<file path="src/rtl/memory_access_pkg.sv">
// Memory-stage shared definitions: opcode and funct3 encodings, `OPCODE_WIDTH,
// and the natural-alignment helper used when MEM_MISALIGN_CHECK_EN is defined.
`ifndef OPCODE_WIDTH
`define OPCODE_WIDTH 7
`endif

package memory_access_pkg;
  localparam int OPC_W = `OPCODE_WIDTH;

  localparam logic [OPC_W-1:0] OPC_LOAD  = OPC_W'(7'b0000011);
  localparam logic [OPC_W-1:0] OPC_STORE = OPC_W'(7'b0100011);

  localparam logic [2:0] F3_LB  = 3'b000;
  localparam logic [2:0] F3_LH  = 3'b001;
  localparam logic [2:0] F3_LW  = 3'b010;
  localparam logic [2:0] F3_LBU = 3'b100;
  localparam logic [2:0] F3_LHU = 3'b101;
  localparam logic [2:0] F3_SB  = 3'b000;
  localparam logic [2:0] F3_SH  = 3'b001;
  localparam logic [2:0] F3_SW  = 3'b010;

  // Halfwords need addr[0]=0, words need addr[1:0]=0.
  function automatic logic is_misaligned(input logic is_ld, input logic is_st,
                                         input logic [2:0] f3, input logic [1:0] lo);
    logic half, word;
    half = (is_ld && (f3 == F3_LH || f3 == F3_LHU)) || (is_st && f3 == F3_SH);
    word = (is_ld || is_st) && (f3 == F3_LW);
    return (half && lo[0]) || (word && lo != 2'b00);
  endfunction
endpackage

</file>
<file path="src/rtl/memory_access_if.sv">
// Memory-stage pipeline + data-bus signal bundle.
// master: the memory stage; slave: execute/writeback/data-memory side.
`ifndef OPCODE_WIDTH
`define OPCODE_WIDTH 7
`endif

interface memory_access_if #(
  parameter int DWIDTH      = 32,
  parameter int AWIDTH      = 5,
  parameter int FUNCT_WIDTH = 3,
  parameter int PC_WIDTH    = 32
);
  import memory_access_pkg::*;

  logic                     ms_i_ce, ms_i_stall, ms_i_flush;
  logic [`OPCODE_WIDTH-1:0] ms_i_opcode;
  logic [FUNCT_WIDTH-1:0]   ms_i_funct3;
  logic [DWIDTH-1:0]        ms_i_alu_result, ms_i_rs2_data;
  logic [AWIDTH-1:0]        ms_i_addr_rd;
  logic [PC_WIDTH-1:0]      ms_i_next_pc;
  logic                     ms_o_ce, ms_o_stall;
  logic [`OPCODE_WIDTH-1:0] ms_o_opcode;
  logic [FUNCT_WIDTH-1:0]   ms_o_funct3;
  logic [DWIDTH-1:0]        ms_o_data_rd;
  logic [AWIDTH-1:0]        ms_o_addr_rd;
  logic [PC_WIDTH-1:0]      ms_o_next_pc;
  logic                     ms_o_misaligned;
  logic                     ms_o_req, ms_o_we;
  logic [3:0]               ms_o_sel;
  logic [DWIDTH-1:0]        ms_o_addr, ms_o_wdata;
  logic                     ms_i_ack;
  logic [DWIDTH-1:0]        ms_i_rdata;

  modport master (
    input  ms_i_ce, ms_i_stall, ms_i_flush, ms_i_opcode, ms_i_funct3, ms_i_alu_result,
           ms_i_rs2_data, ms_i_addr_rd, ms_i_next_pc, ms_i_ack, ms_i_rdata,
    output ms_o_ce, ms_o_stall, ms_o_opcode, ms_o_funct3, ms_o_data_rd, ms_o_addr_rd,
           ms_o_next_pc, ms_o_misaligned, ms_o_req, ms_o_we, ms_o_sel, ms_o_addr, ms_o_wdata
  );

  modport slave (
    output ms_i_ce, ms_i_stall, ms_i_flush, ms_i_opcode, ms_i_funct3, ms_i_alu_result,
           ms_i_rs2_data, ms_i_addr_rd, ms_i_next_pc, ms_i_ack, ms_i_rdata,
    input  ms_o_ce, ms_o_stall, ms_o_opcode, ms_o_funct3, ms_o_data_rd, ms_o_addr_rd,
           ms_o_next_pc, ms_o_misaligned, ms_o_req, ms_o_we, ms_o_sel, ms_o_addr, ms_o_wdata
  );
endinterface

</file>
<file path="src/rtl/memory_access_load_align.sv">
// load_align: picks the addressed byte/half out of a read word and extends it.
module load_align
  import memory_access_pkg::*;
#(
  parameter int DWIDTH      = 32,
  parameter int FUNCT_WIDTH = 3
) (
  input  logic [FUNCT_WIDTH-1:0] funct3,
  input  logic [1:0]             addr_lo,
  input  logic [DWIDTH-1:0]      rdata,
  output logic [DWIDTH-1:0]      data
);
  localparam int NUM_LANES = DWIDTH / 8;

  logic [NUM_LANES-1:0][7:0] rbytes;
  logic [7:0]                b;
  logic [15:0]               h;

  assign rbytes = rdata;
  assign b      = rbytes[addr_lo];
  // Halves come from the upper or lower pair; addr[0] is ignored here.
  assign h      = {rbytes[{addr_lo[1], 1'b1}], rbytes[{addr_lo[1], 1'b0}]};

  // Extension by funct3; LW and anything unknown pass the word through.
  always_comb begin
    case (funct3)
      F3_LB:   data = {{(DWIDTH-8){b[7]}}, b};
      F3_LH:   data = {{(DWIDTH-16){h[15]}}, h};
      F3_LBU:  data = {{(DWIDTH-8){1'b0}}, b};
      F3_LHU:  data = {{(DWIDTH-16){1'b0}}, h};
      default: data = rdata;
    endcase
  end
endmodule

</file>
<file path="src/rtl/memory_access.sv">
// memory_access: memory stage. ALU ops pass through in one cycle; loads and
// stores issue one data-bus request and stall upstream until it is acked.
// Optional MEM_MISALIGN_CHECK_EN: misaligned LH/LHU/SH/LW/SW are trapped
// (ms_o_misaligned) instead of going to the bus.
`ifndef OPCODE_WIDTH
`define OPCODE_WIDTH 7
`endif

module memory_access
  import memory_access_pkg::*;
#(
  parameter int DWIDTH      = 32,
  parameter int AWIDTH      = 5,
  parameter int FUNCT_WIDTH = 3,
  parameter int PC_WIDTH    = 32
) (
  input logic            ms_clk,
  input logic            ms_rst,
  memory_access_if.master ms
);
  localparam int NUM_LANES = DWIDTH / 8;

  typedef enum logic [1:0] {IDLE, WAIT, HOLD} state_t;

  typedef struct packed {
    logic                   ce;
    logic [OPC_W-1:0]       opcode;
    logic [FUNCT_WIDTH-1:0] funct3;
    logic [DWIDTH-1:0]      data_rd;
    logic [AWIDTH-1:0]      addr_rd;
    logic [PC_WIDTH-1:0]    next_pc;
    logic                   misaligned;
  } wb_t;

  typedef struct packed {
    logic                 req;
    logic                 we;
    logic [NUM_LANES-1:0] sel;
    logic [DWIDTH-1:0]    addr;
    logic [DWIDTH-1:0]    wdata;
  } bus_t;

  state_t     state_q, state_d;
  wb_t        wb_q, wb_d;
  bus_t       bus_q, bus_d;
  logic       kill_q, kill_d;   // flush seen while the access was in flight
  logic [1:0] lo_q, lo_d;       // byte offset kept for load extraction

  logic       is_ld, is_st, mis_acc;
  logic [2:0] f3;
  logic [1:0] lo;
  logic [DWIDTH-1:0] ld_data;
  logic [NUM_LANES-1:0]      st_sel;
  logic [NUM_LANES-1:0][7:0] st_bytes, rs2_bytes;

  assign is_ld     = (ms.ms_i_opcode == OPC_LOAD);
  assign is_st     = (ms.ms_i_opcode == OPC_STORE);
  assign f3        = ms.ms_i_funct3;
  assign lo        = ms.ms_i_alu_result[1:0];
  assign rs2_bytes = ms.ms_i_rs2_data;

`ifdef MEM_MISALIGN_CHECK_EN
  assign mis_acc = is_misaligned(is_ld, is_st, f3, lo);
`else
  assign mis_acc = 1'b0;
`endif

  // Store lane enables and replicated write data; loads enable every lane.
  for (genvar l = 0; l < NUM_LANES; l++) begin : g_lane
    assign st_sel[l]   = !is_st           ? 1'b1 :
                         (f3 == F3_SB)    ? (lo == 2'(l)) :
                         (f3 == F3_SH)    ? (lo[1] == 1'(l / 2)) : 1'b1;
    assign st_bytes[l] = (f3 == F3_SB)    ? rs2_bytes[0] :
                         (f3 == F3_SH)    ? rs2_bytes[l % 2] : rs2_bytes[l];
  end

  load_align #(.DWIDTH(DWIDTH), .FUNCT_WIDTH(FUNCT_WIDTH)) u_load_align (
    .funct3  (wb_q.funct3),
    .addr_lo (lo_q),
    .rdata   (ms.ms_i_rdata),
    .data    (ld_data)
  );

  // Next-state / next-output logic for the IDLE-WAIT-HOLD sequencer.
  always_comb begin
    state_d = state_q;
    wb_d    = wb_q;
    bus_d   = bus_q;
    kill_d  = kill_q;
    lo_d    = lo_q;
    case (state_q)
      IDLE: begin
        if (ms.ms_i_flush) begin
          wb_d.ce = 1'b0;
        end else if (!ms.ms_i_stall) begin
          wb_d.ce         = 1'b0;
          wb_d.misaligned = 1'b0;
          if (ms.ms_i_ce) begin
            wb_d.opcode  = ms.ms_i_opcode;
            wb_d.funct3  = ms.ms_i_funct3;
            wb_d.addr_rd = ms.ms_i_addr_rd;
            wb_d.next_pc = ms.ms_i_next_pc;
            wb_d.data_rd = ms.ms_i_alu_result;
            lo_d         = lo;
            kill_d       = 1'b0;
            if (mis_acc) begin
              wb_d.ce         = 1'b1;
              wb_d.misaligned = 1'b1;
            end else if (is_ld || is_st) begin
              bus_d.req   = 1'b1;
              bus_d.we    = is_st;
              bus_d.sel   = st_sel;
              bus_d.addr  = {ms.ms_i_alu_result[DWIDTH-1:2], 2'b00};
              bus_d.wdata = st_bytes;
              state_d     = WAIT;
            end else begin
              wb_d.ce = 1'b1;
            end
          end
        end
      end
      WAIT: begin
        kill_d = kill_q | ms.ms_i_flush;
        if (ms.ms_i_ack) begin
          bus_d        = '0;
          wb_d.data_rd = bus_q.we ? '0 : ld_data;
          if (kill_q || ms.ms_i_flush) state_d = IDLE;
          else if (ms.ms_i_stall)      state_d = HOLD;
          else begin
            wb_d.ce = 1'b1;
            state_d = IDLE;
          end
        end
      end
      HOLD: begin
        kill_d = kill_q | ms.ms_i_flush;
        if (!ms.ms_i_stall) begin
          wb_d.ce = !(kill_q || ms.ms_i_flush);
          state_d = IDLE;
        end
      end
      default: state_d = IDLE;
    endcase
  end

  // State and output registers; reset abandons any in-flight access.
  always_ff @(posedge ms_clk) begin
    if (ms_rst) begin
      state_q <= IDLE;
      wb_q    <= '0;
      bus_q   <= '0;
      kill_q  <= 1'b0;
      lo_q    <= 2'b00;
    end else begin
      state_q <= state_d;
      wb_q    <= wb_d;
      bus_q   <= bus_d;
      kill_q  <= kill_d;
      lo_q    <= lo_d;
    end
  end

  assign ms.ms_o_ce          = wb_q.ce;
  // Downstream stall is forwarded so upstream also holds while IDLE is blocked.
  assign ms.ms_o_stall       = (state_q != IDLE) || ms.ms_i_stall;
  assign ms.ms_o_opcode      = wb_q.opcode;
  assign ms.ms_o_funct3      = wb_q.funct3;
  assign ms.ms_o_data_rd     = wb_q.data_rd;
  assign ms.ms_o_addr_rd     = wb_q.addr_rd;
  assign ms.ms_o_next_pc     = wb_q.next_pc;
  assign ms.ms_o_misaligned  = wb_q.misaligned;
  assign ms.ms_o_req         = bus_q.req;
  assign ms.ms_o_we          = bus_q.we;
  assign ms.ms_o_sel         = bus_q.sel;
  assign ms.ms_o_addr        = bus_q.addr;
  assign ms.ms_o_wdata       = bus_q.wdata;
endmodule

</file>
<file path="src/flat_wrapper.sv">
// flat-port wrapper written by rule: the top's interface ports become plain ports
module memory_access_flat import memory_access_pkg::*;
#(
  parameter int DWIDTH      = 32,
  parameter int AWIDTH      = 5,
  parameter int FUNCT_WIDTH = 3,
  parameter int PC_WIDTH    = 32
)
  (ms_clk, ms_rst, ms_ms_i_ce, ms_ms_i_stall, ms_ms_i_flush, ms_ms_i_opcode, ms_ms_i_funct3, ms_ms_i_alu_result, ms_ms_i_rs2_data, ms_ms_i_addr_rd, ms_ms_i_next_pc, ms_ms_i_ack, ms_ms_i_rdata, ms_ms_o_ce, ms_ms_o_stall, ms_ms_o_opcode, ms_ms_o_funct3, ms_ms_o_data_rd, ms_ms_o_addr_rd, ms_ms_o_next_pc, ms_ms_o_misaligned, ms_ms_o_req, ms_ms_o_we, ms_ms_o_sel, ms_ms_o_addr, ms_ms_o_wdata);
  memory_access_if #(.DWIDTH(DWIDTH), .AWIDTH(AWIDTH), .FUNCT_WIDTH(FUNCT_WIDTH), .PC_WIDTH(PC_WIDTH)) ms_i ();
  input logic ms_clk;
  input logic ms_rst;
  input wire logic [$bits(ms_i.ms_i_ce)-1:0] ms_ms_i_ce;
  input wire logic [$bits(ms_i.ms_i_stall)-1:0] ms_ms_i_stall;
  input wire logic [$bits(ms_i.ms_i_flush)-1:0] ms_ms_i_flush;
  input wire logic [$bits(ms_i.ms_i_opcode)-1:0] ms_ms_i_opcode;
  input wire logic [$bits(ms_i.ms_i_funct3)-1:0] ms_ms_i_funct3;
  input wire logic [$bits(ms_i.ms_i_alu_result)-1:0] ms_ms_i_alu_result;
  input wire logic [$bits(ms_i.ms_i_rs2_data)-1:0] ms_ms_i_rs2_data;
  input wire logic [$bits(ms_i.ms_i_addr_rd)-1:0] ms_ms_i_addr_rd;
  input wire logic [$bits(ms_i.ms_i_next_pc)-1:0] ms_ms_i_next_pc;
  input wire logic [$bits(ms_i.ms_i_ack)-1:0] ms_ms_i_ack;
  input wire logic [$bits(ms_i.ms_i_rdata)-1:0] ms_ms_i_rdata;
  output wire logic [$bits(ms_i.ms_o_ce)-1:0] ms_ms_o_ce;
  output wire logic [$bits(ms_i.ms_o_stall)-1:0] ms_ms_o_stall;
  output wire logic [$bits(ms_i.ms_o_opcode)-1:0] ms_ms_o_opcode;
  output wire logic [$bits(ms_i.ms_o_funct3)-1:0] ms_ms_o_funct3;
  output wire logic [$bits(ms_i.ms_o_data_rd)-1:0] ms_ms_o_data_rd;
  output wire logic [$bits(ms_i.ms_o_addr_rd)-1:0] ms_ms_o_addr_rd;
  output wire logic [$bits(ms_i.ms_o_next_pc)-1:0] ms_ms_o_next_pc;
  output wire logic [$bits(ms_i.ms_o_misaligned)-1:0] ms_ms_o_misaligned;
  output wire logic [$bits(ms_i.ms_o_req)-1:0] ms_ms_o_req;
  output wire logic [$bits(ms_i.ms_o_we)-1:0] ms_ms_o_we;
  output wire logic [$bits(ms_i.ms_o_sel)-1:0] ms_ms_o_sel;
  output wire logic [$bits(ms_i.ms_o_addr)-1:0] ms_ms_o_addr;
  output wire logic [$bits(ms_i.ms_o_wdata)-1:0] ms_ms_o_wdata;
  assign ms_i.ms_i_ce = ms_ms_i_ce;
  assign ms_i.ms_i_stall = ms_ms_i_stall;
  assign ms_i.ms_i_flush = ms_ms_i_flush;
  assign ms_i.ms_i_opcode = ms_ms_i_opcode;
  assign ms_i.ms_i_funct3 = ms_ms_i_funct3;
  assign ms_i.ms_i_alu_result = ms_ms_i_alu_result;
  assign ms_i.ms_i_rs2_data = ms_ms_i_rs2_data;
  assign ms_i.ms_i_addr_rd = ms_ms_i_addr_rd;
  assign ms_i.ms_i_next_pc = ms_ms_i_next_pc;
  assign ms_i.ms_i_ack = ms_ms_i_ack;
  assign ms_i.ms_i_rdata = ms_ms_i_rdata;
  assign ms_ms_o_ce = ms_i.ms_o_ce;
  assign ms_ms_o_stall = ms_i.ms_o_stall;
  assign ms_ms_o_opcode = ms_i.ms_o_opcode;
  assign ms_ms_o_funct3 = ms_i.ms_o_funct3;
  assign ms_ms_o_data_rd = ms_i.ms_o_data_rd;
  assign ms_ms_o_addr_rd = ms_i.ms_o_addr_rd;
  assign ms_ms_o_next_pc = ms_i.ms_o_next_pc;
  assign ms_ms_o_misaligned = ms_i.ms_o_misaligned;
  assign ms_ms_o_req = ms_i.ms_o_req;
  assign ms_ms_o_we = ms_i.ms_o_we;
  assign ms_ms_o_sel = ms_i.ms_o_sel;
  assign ms_ms_o_addr = ms_i.ms_o_addr;
  assign ms_ms_o_wdata = ms_i.ms_o_wdata;
  memory_access #(.DWIDTH(DWIDTH), .AWIDTH(AWIDTH), .FUNCT_WIDTH(FUNCT_WIDTH), .PC_WIDTH(PC_WIDTH)) u_core (.ms_clk(ms_clk), .ms_rst(ms_rst), .ms(ms_i));
endmodule
</file>
<file path="config.mk">
export PLATFORM = sky130hd
export DESIGN_NAME = memory_access_flat
export DESIGN_NICKNAME = d
export VERILOG_FILES = /design/src/rtl/memory_access_pkg.sv /design/src/rtl/memory_access_if.sv /design/src/rtl/memory_access_load_align.sv /design/src/rtl/memory_access.sv /design/src/flat_wrapper.sv
export SDC_FILE = /design/constraint.sdc
export NUM_CORES = 1
export LEC_CHECK = 0
export BUFFER_PORTS_ARGS = -buffer_cell sky130_fd_sc_hd__buf_2
export CORE_ASPECT_RATIO = 0.6
export CORE_UTILIZATION = 52
export CTS_CLUSTER_DIAMETER = 80
export DETAILED_ROUTE_END_ITERATION = 7
export PLACE_DENSITY = 0.95
export SLEW_MARGIN = 25
export SYNTH_ARGS = -nofsm -noshare
export SYNTH_HDL_FRONTEND = slang
export SYNTH_SLANG_ARGS = --single-unit
</file>
<file path="constraint.sdc">
create_clock -name ms_clk -period 5 [get_ports ms_clk]
set_clock_uncertainty 0.15 [all_clocks]
set_input_delay 0.75 -clock ms_clk [delete_from_list [all_inputs] [get_ports ms_clk]]
set_output_delay 0.75 -clock ms_clk [all_outputs]
set_load 0.05 [all_outputs]
</file>
==> Yosys cells after proc, flatten, opt, wreduce, memory -nomap -nowiden <==
Index checks and enable logic that the tools add are counted.
{ "word_totals": {"input_bits": 149, "wordCells": 116, "reg_bits": 156, "output_inout_bits": 152} }
{ "op_classes": {"eq_ne": 20, "reduce_logical": 20, "bitwise": 4, "mux": 54, "order_cmp": 3} }
{ "op_table": {"columns": ["operator", "count"], "rows": [
  ["$mux 70", 6],
  ["$mux 81", 2],
  ["$pmux 70 s2", 1],
  ["$pmux 32 s4", 1],
  ["$mux 8", 10],
  ["$mux 32", 2],
  ["$pmux 32 s2", 1],
  ["$mux 1", 19],
  ["$reduce_and 6->1", 3],
  ["$bmux 8 s2", 1],
  ["$mux 2", 8],
  ["$ne 2x2->1 const B", 7],
  ["$lt 2x3->1 const B", 3],
  ["$reduce_and 4->1", 2],
  ["$eq 7x2->1 const B", 1],
  ["$eq 7x6->1 const B", 1],
  ["$eq 2x2->1 const B", 3],
  ["$eq 3x1->1 const B", 2],
  ["$eq 3x3->1 const B", 2],
  ["$logic_not 3->1", 2],
  ["$pmux 2 s3", 1],
  ["$reduce_bool 2->1", 3],
  ["$reduce_and 5->1", 1],
  ["$eq 2x1->1 const B", 2],
  ["other kinds (12)", 17]
]} }

==> Depth between registers and ports, before layout <==
Gate-level depths: netlist of run 1.
{ "depth": {"ltp_word": 9, "mapped_depth": 9, "mapped_depth_nobuf": 6} }

==> By module <==
A second synthesis of run 1 with hierarchy kept.
{ "unflattened": {"hier_cells": 768, "area_unflattened_um2": 6676.4} }
{ "modules_own_cells": {"columns": ["mod", "cells_each", "instances", "seq_area_each_um2", "area_per_inst_um2"], "rows": [
  ["memory_access", 650, 1, 3062.9, 5876.9],
  ["load_align", 118, 1, 0.0, 799.5]
]} }

==> Worst setup path after synthesis of run 1 <==
OpenSTA, ideal clock, no wires.
{ "synth_path": {"path_kind": "input -> output", "from": "input ms_ms_i_stall", "to": "output ms_ms_o_stall", "path_buffers": 1, "setup_slack_ns": 2.814, "required_time_ns": 4.100, "stages": 2, "arrival_time_ns": 1.286, "cell_sequence": "buf_6 > nand2b_1"} }
{ "synth_between": {"elab_chain_cells": 1} }
{ "synth_rtl": {"columns": ["element", "line", "text"], "rows": [
  ["from (decl)", "flat_wrapper.sv:14", "input wire logic [$bits(ms_i.ms_i_stall)-1:0] ms_ms_i_stall;"],
  ["$logic_or 1x1->1", "memory_access.sv:165", "assign ms.ms_o_stall = (state_q != IDLE) || ms.ms_i_stall;"],
  ["to (decl)", "flat_wrapper.sv:25", "output wire logic [$bits(ms_i.ms_o_stall)-1:0] ms_ms_o_stall;"]
]} }
No other way between the ends.

==> Worst setup path in the final report of run 1 <==
{ "layout_path": {"from": "register u_core.state_q[1]", "to": "register u_core.wb_q, in the netlist u_core.ms.ms_o_data_rd[5]"} }
{ "layout_between": {"elab_chain_cells": 3, "elab_cells_between_ends": 9, "cone_classes": "eq/ne: 5; mux: 1; reduce/logical: 3"} }
{ "layout_rtl": {"columns": ["element", "line", "text"], "rows": [
  ["from (decl)", "memory_access.sv:43", "state_t state_q, state_d;"],
  ["from (signal assigned)", "memory_access.sv:155", "state_q <= state_d;"],
  ["$eq 2x1->1 / $logic_not 2->1 (equally long branches)", "memory_access.sv:91", "case (state_q)"],
  ["$ne 2x2->1 (no source line) / $reduce_bool 2->1 (equally long branches)", null, null],
  ["$reduce_and 5->1 (no source line)", null, null],
  ["to (signal assigned)", "memory_access.sv:156", "wb_q <= wb_d;"],
  ["to (decl)", "memory_access.sv:44", "wb_t wb_q, wb_d;"]
]} }
Parallel ways exist; a longest one is shown, timed or not.
A chain may end at the register's enable or synchronous reset.

==> impl_summary.txt, run 1 <==
----------------------------------------------------
[Die]
  Height of the chip ... 93.3 um
  # rows ... 32
  Area of the die ... about 14000 um2
  Area inside the core boundary ... roughly 13000 um2
  Number of top-level pins ... around 300
  Effective utilization at floorplan ... 0.547
  Die Span X ... between 150 and 200 um

[Critical path]
  Destination of the critical timing path ... u_core.ms.ms_o_data_rd[5]
  FF-to-FF setup slack ... between 1500 and 2000 ps
  CP endpoint kind ... flip-flop
  Worst path arrival time ... 3370 ps
  R2r startpoint ... u_core.state_q[1]
  Crit-path leading delay family ... compound AO/OA/AOI/OAI gates
  Endpoint of the most critical register-to-register path ... u_core.ms.ms_o_data_rd[5]
  Reg2reg path depth ... 6
  Largest fanout on the critical path ... 86
  Maximum single-stage delay on the critical path ... 820 ps
  Type of the worst setup path ... reg -> reg
  Required arrival time at the worst endpoint ... just over 5000 ps
  Number of buffers and inverters on the critical path ... 1
  Instance count on the critical path ... 6
  Slowest stage cell on the critical path ... ha_1
  Startpoint of the most critical setup path ... u_core.state_q[1]
  Cell chain of the critical path ... inv_1 -> ha_1 -> nor2b_1 -> o21a_4 -> nor2_1 -> a211oi_1
  Kind of start point of the critical path ... flip-flop

[Cells and area]
  Leading cell types in the layout, fill and taps excluded ... 296 x buf_2, 152 x dfxtp_1, 145 x nand2_1, 127 x a21oi_1, 68 x o21ai_1
  Fill cell count ... approximately 1100
  Total area of multi-input combinational cells ... about 3700 um2
  Area growth, synth to finish ... 27.1%
  Final cell count without fillers ... between 1000 and 1500
  Post-layout net count ... 1264
  Register cell area after layout ... roughly 3100 um2
  Number of antenna cells inserted ... 0
  Most frequent standard cell in the layout excluding fill and tap cells ... buf_2
  Fraction of final layout cells sized beyond drive strength 1 ... 0.342

[Yosys]
  Synthesized area per cell ... 8.28 um2
  Share of async-settable or async-resettable flops after synthesis ... 0
  Multiplexer share of the synthesized area ... 0.0773
  Distinct cell type count after synthesis ... 48
  Cells after Synth ... 873
  Seq/Total Area, Yosys ... 0.424
  Number of flip-flops and latches in the synthesized netlist ... between 150 and 200
  Most frequently used flop master after synthesis ... dfxtp_1
  Combinational family with the most area after synthesis ... compound AO/OA/AOI/OAI gates
  Xor-xnor portion of the synthesized cell area ... 0
  Synth Area in Simple Gates ... 0.168
  Fraction of the mapped netlist area in compound gates ... 0.255
  Post-synth EDFFs ... 0
  Adder and majority cell fraction of the synthesized area ... 0.00692
  Mapped cell area ... approximately 7200 um2
  YS warnings ... 0

[Global route]
  Aggregate global routing overflow ... 0
  Largest net degree at the start of global routing ... roughly 100
  Via count of the first global-routing pass ... approximately 7400
  Global-route wire length before repair ... 38700 um
  Antenna violations before repair ... 0
  Gr usage total ... 0.345

[STA]
  Share of the clock period used by the worst path ... 0.640
  TNS Setup ... 0 ps
  Setup repair after global routing missed its margin ... no
  Max Slew Vio Count ... 0
  Final worst slack ... roughly 1800 ps
  Final critical-path required period ... between 3000 and 4000 ps
  Count of endpoints failing hold in the final timing report ... 0
  Tightest Pin Transition ... between 1000 and 1500 ps
  Timing-limited maximum frequency ... approximately 310 MHz
  Relative max-transition margin ... 0.302
  Final-report setup violation count ... 0

[Clocking]
  Cell chosen for the clock root ... clkbuf_16
  Post-CTS Resized ... 0
  Later-pin clock latency in the skew report ... roughly 420 ps
  TritonCTS clock tree ... built
  CTS clock-pin slew for the worst setup and hold paths ... around 70 ps
  Number of post-CTS setup repair buffers ... 0
  Number of clock sinks seen by CTS ... 153
  Bufs on Longest Clock Path ... 2
  TritonCTS Buffers ... 17
  H-tree depth ... 4
  Number of hold-repair buffers added at the cts stage ... 0

[Routing]
  Final routed DRC violation total ... 0
  Starting DRC count in detailed routing ... a little under 800
  Number of detailed-route iterations in the first pass ... 5
  Detail-routed via count per cell ... around 6.1
  Total Wirelength ... 25000 um
  Drt wl/cell ... 19.4 um
  Post-DRT Antenna Nets ... 0
  Number of vias after detailed routing ... 7898

[Flow run]
  Number of maximum-capacitance violations ... 0

[Status]
  Outcome ... completed

[Place]
  Last weighted congestion value of the routability-driven placer ... 0.870
  Detailed placement HPWL ... between 15000 and 20000 um
  Dpl cells ... 1262
  Port bufs ... about 300
  Minimum setup slack after placement ... ~1900 ps

[Power and ir drop]
  Worst IR drop on VDD ... 0.209 mV
  Leakage power total ... 3.90 nW
  Power density over cell area ... around 320 nW/um2

[Hold path]
  Path type of the worst min-delay path ... reg -> reg

----------------------------------------------------
-- per-layer routing --
layer,track usage,routed length [um],vias to the layer above
met1,0.447,9950,3698
li1,-,-,3617
met5,0,0,-
met2,0.548,11600,513
met4,0.164,886,0
met3,0.0788,2640,70
-- per-stage QoR --
stage	hold WS [ps]	utilization	area (um2)	power, mW
after floorplan	354	-	7240	1.55
after global placement	288	0.651	8600	1.68
after detailed placement	294	0.651	8600	1.68
after CTS	303	0.695	9180	2.98
after global routing	316	0.695	9190	3.07
final	303	0.695	9190	2.98
-- sequential cells by signal (all words and copies together), names as in the netlist, 2 cells and up --
signal,count
u_core.ms.ms_o_data_rd,32
u_core.ms.ms_o_next_pc,32
u_core.ms.ms_o_wdata,32
u_core.ms.ms_o_addr,30
u_core.ms.ms_o_opcode,7
u_core.ms.ms_o_addr_rd,5
u_core.ms.ms_o_sel,4
u_core.ms.ms_o_funct3,3
u_core.lo_q,2
u_core.state_q,2
-- power breakdown --
group	switching [mW]	total [mW]	internal, mW
combinational	0.271	0.398	0.127
sequential	0.0213	1.27	1.25
clock	0.571	1.32	0.746
total	0.863	2.98	2.12
-- cell type report --
type,instances,share of cell area
timing repair buffer,304,0.168
sequential,153,0.334
inverter,17,0.00695
clock inverter,14,0.0174
tap,170,0.0232
multi-input combinational,618,0.404
clock buffer,17,0.0463
-- worst reg2reg max path, cell delays in order (launching register included) --
cell and delay [ps]:
dfxtp_1 330, inv_1 100, ha_1 830, nor2b_1 420
o21a_4 810, nor2_1 200, a211oi_1 270
-- logic make-up after synthesis --
| logic type | after synthesis |
|---|---|
| adders and majority gates | 4 |
| AOI/OAI and AO/OA | 305 |
| other | 1 |
| DFF | 153 |
| and+or+nand+nor | 263 |
| muxes | 43 |
| buffers and inverters | 104 |
-- how the worst min path moves through the flow --
stage	from	to	slack (ps)	cells past startpoint
6_report	u_core.ms.ms_o_next_pc[15]	u_core.ms.ms_o_next_pc[15]	300	2
4_1_cts	u_core.ms.ms_o_next_pc[25]	u_core.ms.ms_o_next_pc[25]	300	2
2_1_floorplan	u_core.lo_q[0]	u_core.lo_q[0]	350	2
5_1_grt	u_core.ms.ms_o_next_pc[24]	u_core.ms.ms_o_next_pc[24]	320	2
3_5_place_dp	u_core.ms.ms_o_next_pc[25]	u_core.ms.ms_o_next_pc[25]	290	2
3_3_place_gp	u_core.ms.ms_o_next_pc[30]	u_core.ms.ms_o_next_pc[30]	290	2
-- cells in the mapped netlist, drive strengths merged (16+ instances only) --
library cell,number,area share
dfxtp,153,0.42
o22ai,16,0.014
a21oi,130,0.091
nand2,146,0.076
clkbuf,48,0.025
mux2,23,0.036
nor2b,20,0.017
o32ai,16,0.019
inv,17,0.0088
nand3,18,0.012
a211oi,18,0.019
nand4,24,0.021
nor2,39,0.020
buf,39,0.035
a31oi,17,0.015
o21ai,74,0.052
(Power assumes the default switching activity.)
==> run 2: changes to the inputs <==
--- a/config.mk
+++ b/config.mk
@@ -7,10 +7,10 @@
 export LEC_CHECK = 0
 export BUFFER_PORTS_ARGS = -buffer_cell sky130_fd_sc_hd__buf_2
 export CORE_ASPECT_RATIO = 0.6
-export CORE_UTILIZATION = 52
+export CORE_UTILIZATION = 44
 export CTS_CLUSTER_DIAMETER = 80
 export DETAILED_ROUTE_END_ITERATION = 7
-export PLACE_DENSITY = 0.95
+export PLACE_DENSITY = 0.87
 export SLEW_MARGIN = 25
 export SYNTH_ARGS = -nofsm -noshare
 export SYNTH_HDL_FRONTEND = slang
==> constraint.sdc (replaced) <==
create_clock -name ms_clk -period 2.67 [get_ports ms_clk]
set_clock_uncertainty 0.15 [all_clocks]
set_input_delay 0.4005 -clock ms_clk [delete_from_list [all_inputs] [get_ports ms_clk]]
set_output_delay 0.4005 -clock ms_clk [all_outputs]
set_load 0.05 [all_outputs]
==> impl_summary.txt, run 2 (synthesis gave the netlist of run 1 again) <==
----------------------------------------------------
[Status]
  Outcome ... completed (unchanged)

[Global route]
  Largest net degree at the start of global routing ... 99 (was 101)
  Global-route wire length before repair ... 38900 um (was 38700 um)
  Aggregate global routing overflow ... 0 (unchanged)
  Antenna violations before repair ... 1 (was 0)
  Gr usage total ... 0.293 (was 0.345)
  Via count of the first global-routing pass ... 7032 (was 7376)

[Cells and area]
  Most frequent standard cell in the layout excluding fill and tap cells ... buf_2 (unchanged)
  Post-layout net count ... 1283 (was 1264)
  Leading cell types in the layout, fill and taps excluded ... 296 x buf_2, 153 x dfxtp_1, 145 x nand2_1, 127 x a21oi_1, 68 x o21ai_1 (was 296 x buf_2, 152 x dfxtp_1, 145 x nand2_1, 127 x a21oi_1, 68 x o21ai_1)
  Final cell count without fillers ... 1349 (was 1293)
  Post-route core utilization ... 0.601 (was 0.695)
  Fill cell count ... 1416 (was 1063)
  Area growth, synth to finish ... 30.3% (was 27.1%)
  Total area of multi-input combinational cells ... 3720 um2 (about the same)
  Register cell area after layout ... 3060 um2 (about the same)
  Fraction of final layout cells sized beyond drive strength 1 ... 0.351 (was 0.342)

[STA]
  Tightest Pin Transition ... 896 ps (was 1050 ps)
  Timing-limited maximum frequency ... 415 MHz (was 312 MHz)
  Hold WS ... 62.3 ps (was 303 ps)
  Count of endpoints failing hold in the final timing report ... 0 (unchanged)
  Relative max-transition margin ... 0.401 (was 0.302)
  Final-report setup violation count ... 0 (unchanged)
  TNS Setup ... 0 ps (unchanged)
  Share of the clock period used by the worst path ... 0.901 (was 0.640)
  Final critical-path required period ... 2410 ps (was 3200 ps)
  Max Slew Vio Count ... 0 (unchanged)
  Setup repair after global routing missed its margin ... no (unchanged)

[Routing]
  Number of detailed-route iterations in the first pass ... 5 (unchanged)
  Starting DRC count in detailed routing ... 1100 (was 785)
  Detail-routed via count per cell ... 5.88 (was 6.11)
  Final routed DRC violation total ... 0 (unchanged)
  Number of vias after detailed routing ... 7936 (was 7898)
  Total Wirelength ... 26300 um (was 25000 um)
  Drt wl/cell ... 19.5 um (was 19.4 um)
  Post-DRT Antenna Nets ... 0 (unchanged)

[Place]
  Dpl cells ... 1308 (was 1262)
  Detailed placement HPWL ... 18700 um (was 17200 um)
  Port bufs ... 297 (unchanged)
  Last weighted congestion value of the routability-driven placer ... 0.883 (was 0.870)

[Clocking]
  Number of clock sinks seen by CTS ... 153 (unchanged)
  Later-pin clock latency in the skew report ... 410 ps (was 420 ps)
  Cell chosen for the clock root ... clkbuf_16 (unchanged)
  Bufs on Longest Clock Path ... 2 (unchanged)
  TritonCTS Buffers ... 17 (unchanged)
  CTS clock-pin slew for the worst setup and hold paths ... 70 ps (about the same)
  H-tree depth ... 4 (unchanged)
  TritonCTS clock tree ... built (unchanged)
  Number of hold-repair buffers added at the cts stage ... 0 (unchanged)

[Critical path]
  Worst path arrival time ... 2580 ps (was 3370 ps)
  FF-to-FF setup slack ... 260 ps (was 1800 ps)
  Slowest stage cell on the critical path ... nor4bb_4 (was ha_1)
  Maximum single-stage delay on the critical path ... 400 ps (was 820 ps)
  Type of the worst setup path ... reg -> reg (unchanged)
  CP endpoint kind ... flip-flop (unchanged)
  Largest fanout on the critical path ... 41 (was 86)
  Kind of start point of the critical path ... flip-flop (unchanged)
  Required arrival time at the worst endpoint ... 2840 ps (was 5170 ps)
  Cell chain of the critical path ... inv_1 -> ha_1 -> nor4bb_4 -> o21a_4 -> buf_12 -> nor2_1 -> o32ai_1 (was inv_1 -> ha_1 -> nor2b_1 -> o21a_4 -> nor2_1 -> a211oi_1)

[Flow run]
  Number of maximum-capacitance violations ... 0 (unchanged)

[Power and ir drop]
  Leakage power total ... 4.00 nW (was 3.90 nW)
  Power density over cell area ... 580 nW/um2 (was 325 nW/um2)
  Power, Total ... 5.47 mW (was 2.98 mW)
  Worst IR drop on VDD ... 0.348 mV (was 0.209 mV)

[Die]
  Number of top-level pins ... 301 (unchanged)
  Die Span X ... 167 um (was 154 um)
  Area of the die ... 17000 um2 (was 14400 um2)
  Effective utilization at floorplan ... 0.461 (was 0.547)
  Area inside the core boundary ... 15700 um2 (was 13200 um2)
  Height of the chip ... 101 um (was 93.3 um)
  # rows ... 35 (was 32)

[Hold path]
  Path type of the worst min-delay path ... in -> reg (was reg -> reg)

----------------------------------------------------
## run 2: cell types whose count changed in the layout (fill, tap and decap cells not counted), moves of 2 or more
cell,previous run,this run
diode_2,0,3
buf_12,0,6
inv_8,1,5
bufinv_16,2,0
buf_4,7,20
## run 2: worst max-delay path, delay by kind of cell (launching register included)
kind | cells | cell delay [ps]
AO/OA/AOI/OAI | 2 | 650
AND/OR/NAND/NOR | 2 | 460
buffers and inverters | 2 | 360
adder cells (fa/ha/maj) | 1 | 340
flip-flops | 1 | 330
## run 2: timing repair
| action | in CTS | in global routing |
|---|---|---|
| resized for setup | 0 | 0 |
| endpoints found under the setup margin | 0 | 4 |
| buffers inserted | 0 | 5 |
## run 2: through the flow
step / area (um2) / setup WS, ps
after global placement: 8810 / 307
after detailed placement: 8810 / 203
after global routing: 9420 / 98.2
after CTS: 9370 / 203
final: 9420 / 263
after floorplan: 7240 / 667
## run 2: final cells by class
cell class	instances	share of cell area
Antenna cell	3	0.000797
Clock buffer	18	0.0455
Clock inverter	14	0.0137
Inverter	17	0.00677
Multi-Input combinational cell	619	0.395
Sequential cell	153	0.325
Tap cell	203	0.0270
Timing Repair Buffer	322	0.186
## run 2: worst paths after layout
path,startpoint,to,cells past startpoint
min reg2reg,u_core.ms.ms_o_next_pc[4],u_core.ms.ms_o_next_pc[4],2
max,u_core.state_q[0],u_core.ms.ms_o_data_rd[17],7
min,ms_ms_i_next_pc[4],u_core.ms.ms_o_next_pc[4],3
max reg2reg,u_core.state_q[0],u_core.ms.ms_o_data_rd[17],7
## run 2: power by group
group          switching [mW]  internal (mW)
Clock                    1.09           1.24
Sequential             0.0321           2.33
Combinational           0.525          0.254
Total                    1.64           3.82
## run 2: metal layers
metal  wire length (um)  vias to the layer above  GRT usage
met4                673                        0      0.104
met5                  0                        -          0
met2              11900                      488      0.469
met3               2880                       60     0.0801
li1                   -                     3661          -
met1              10800                     3727      0.382
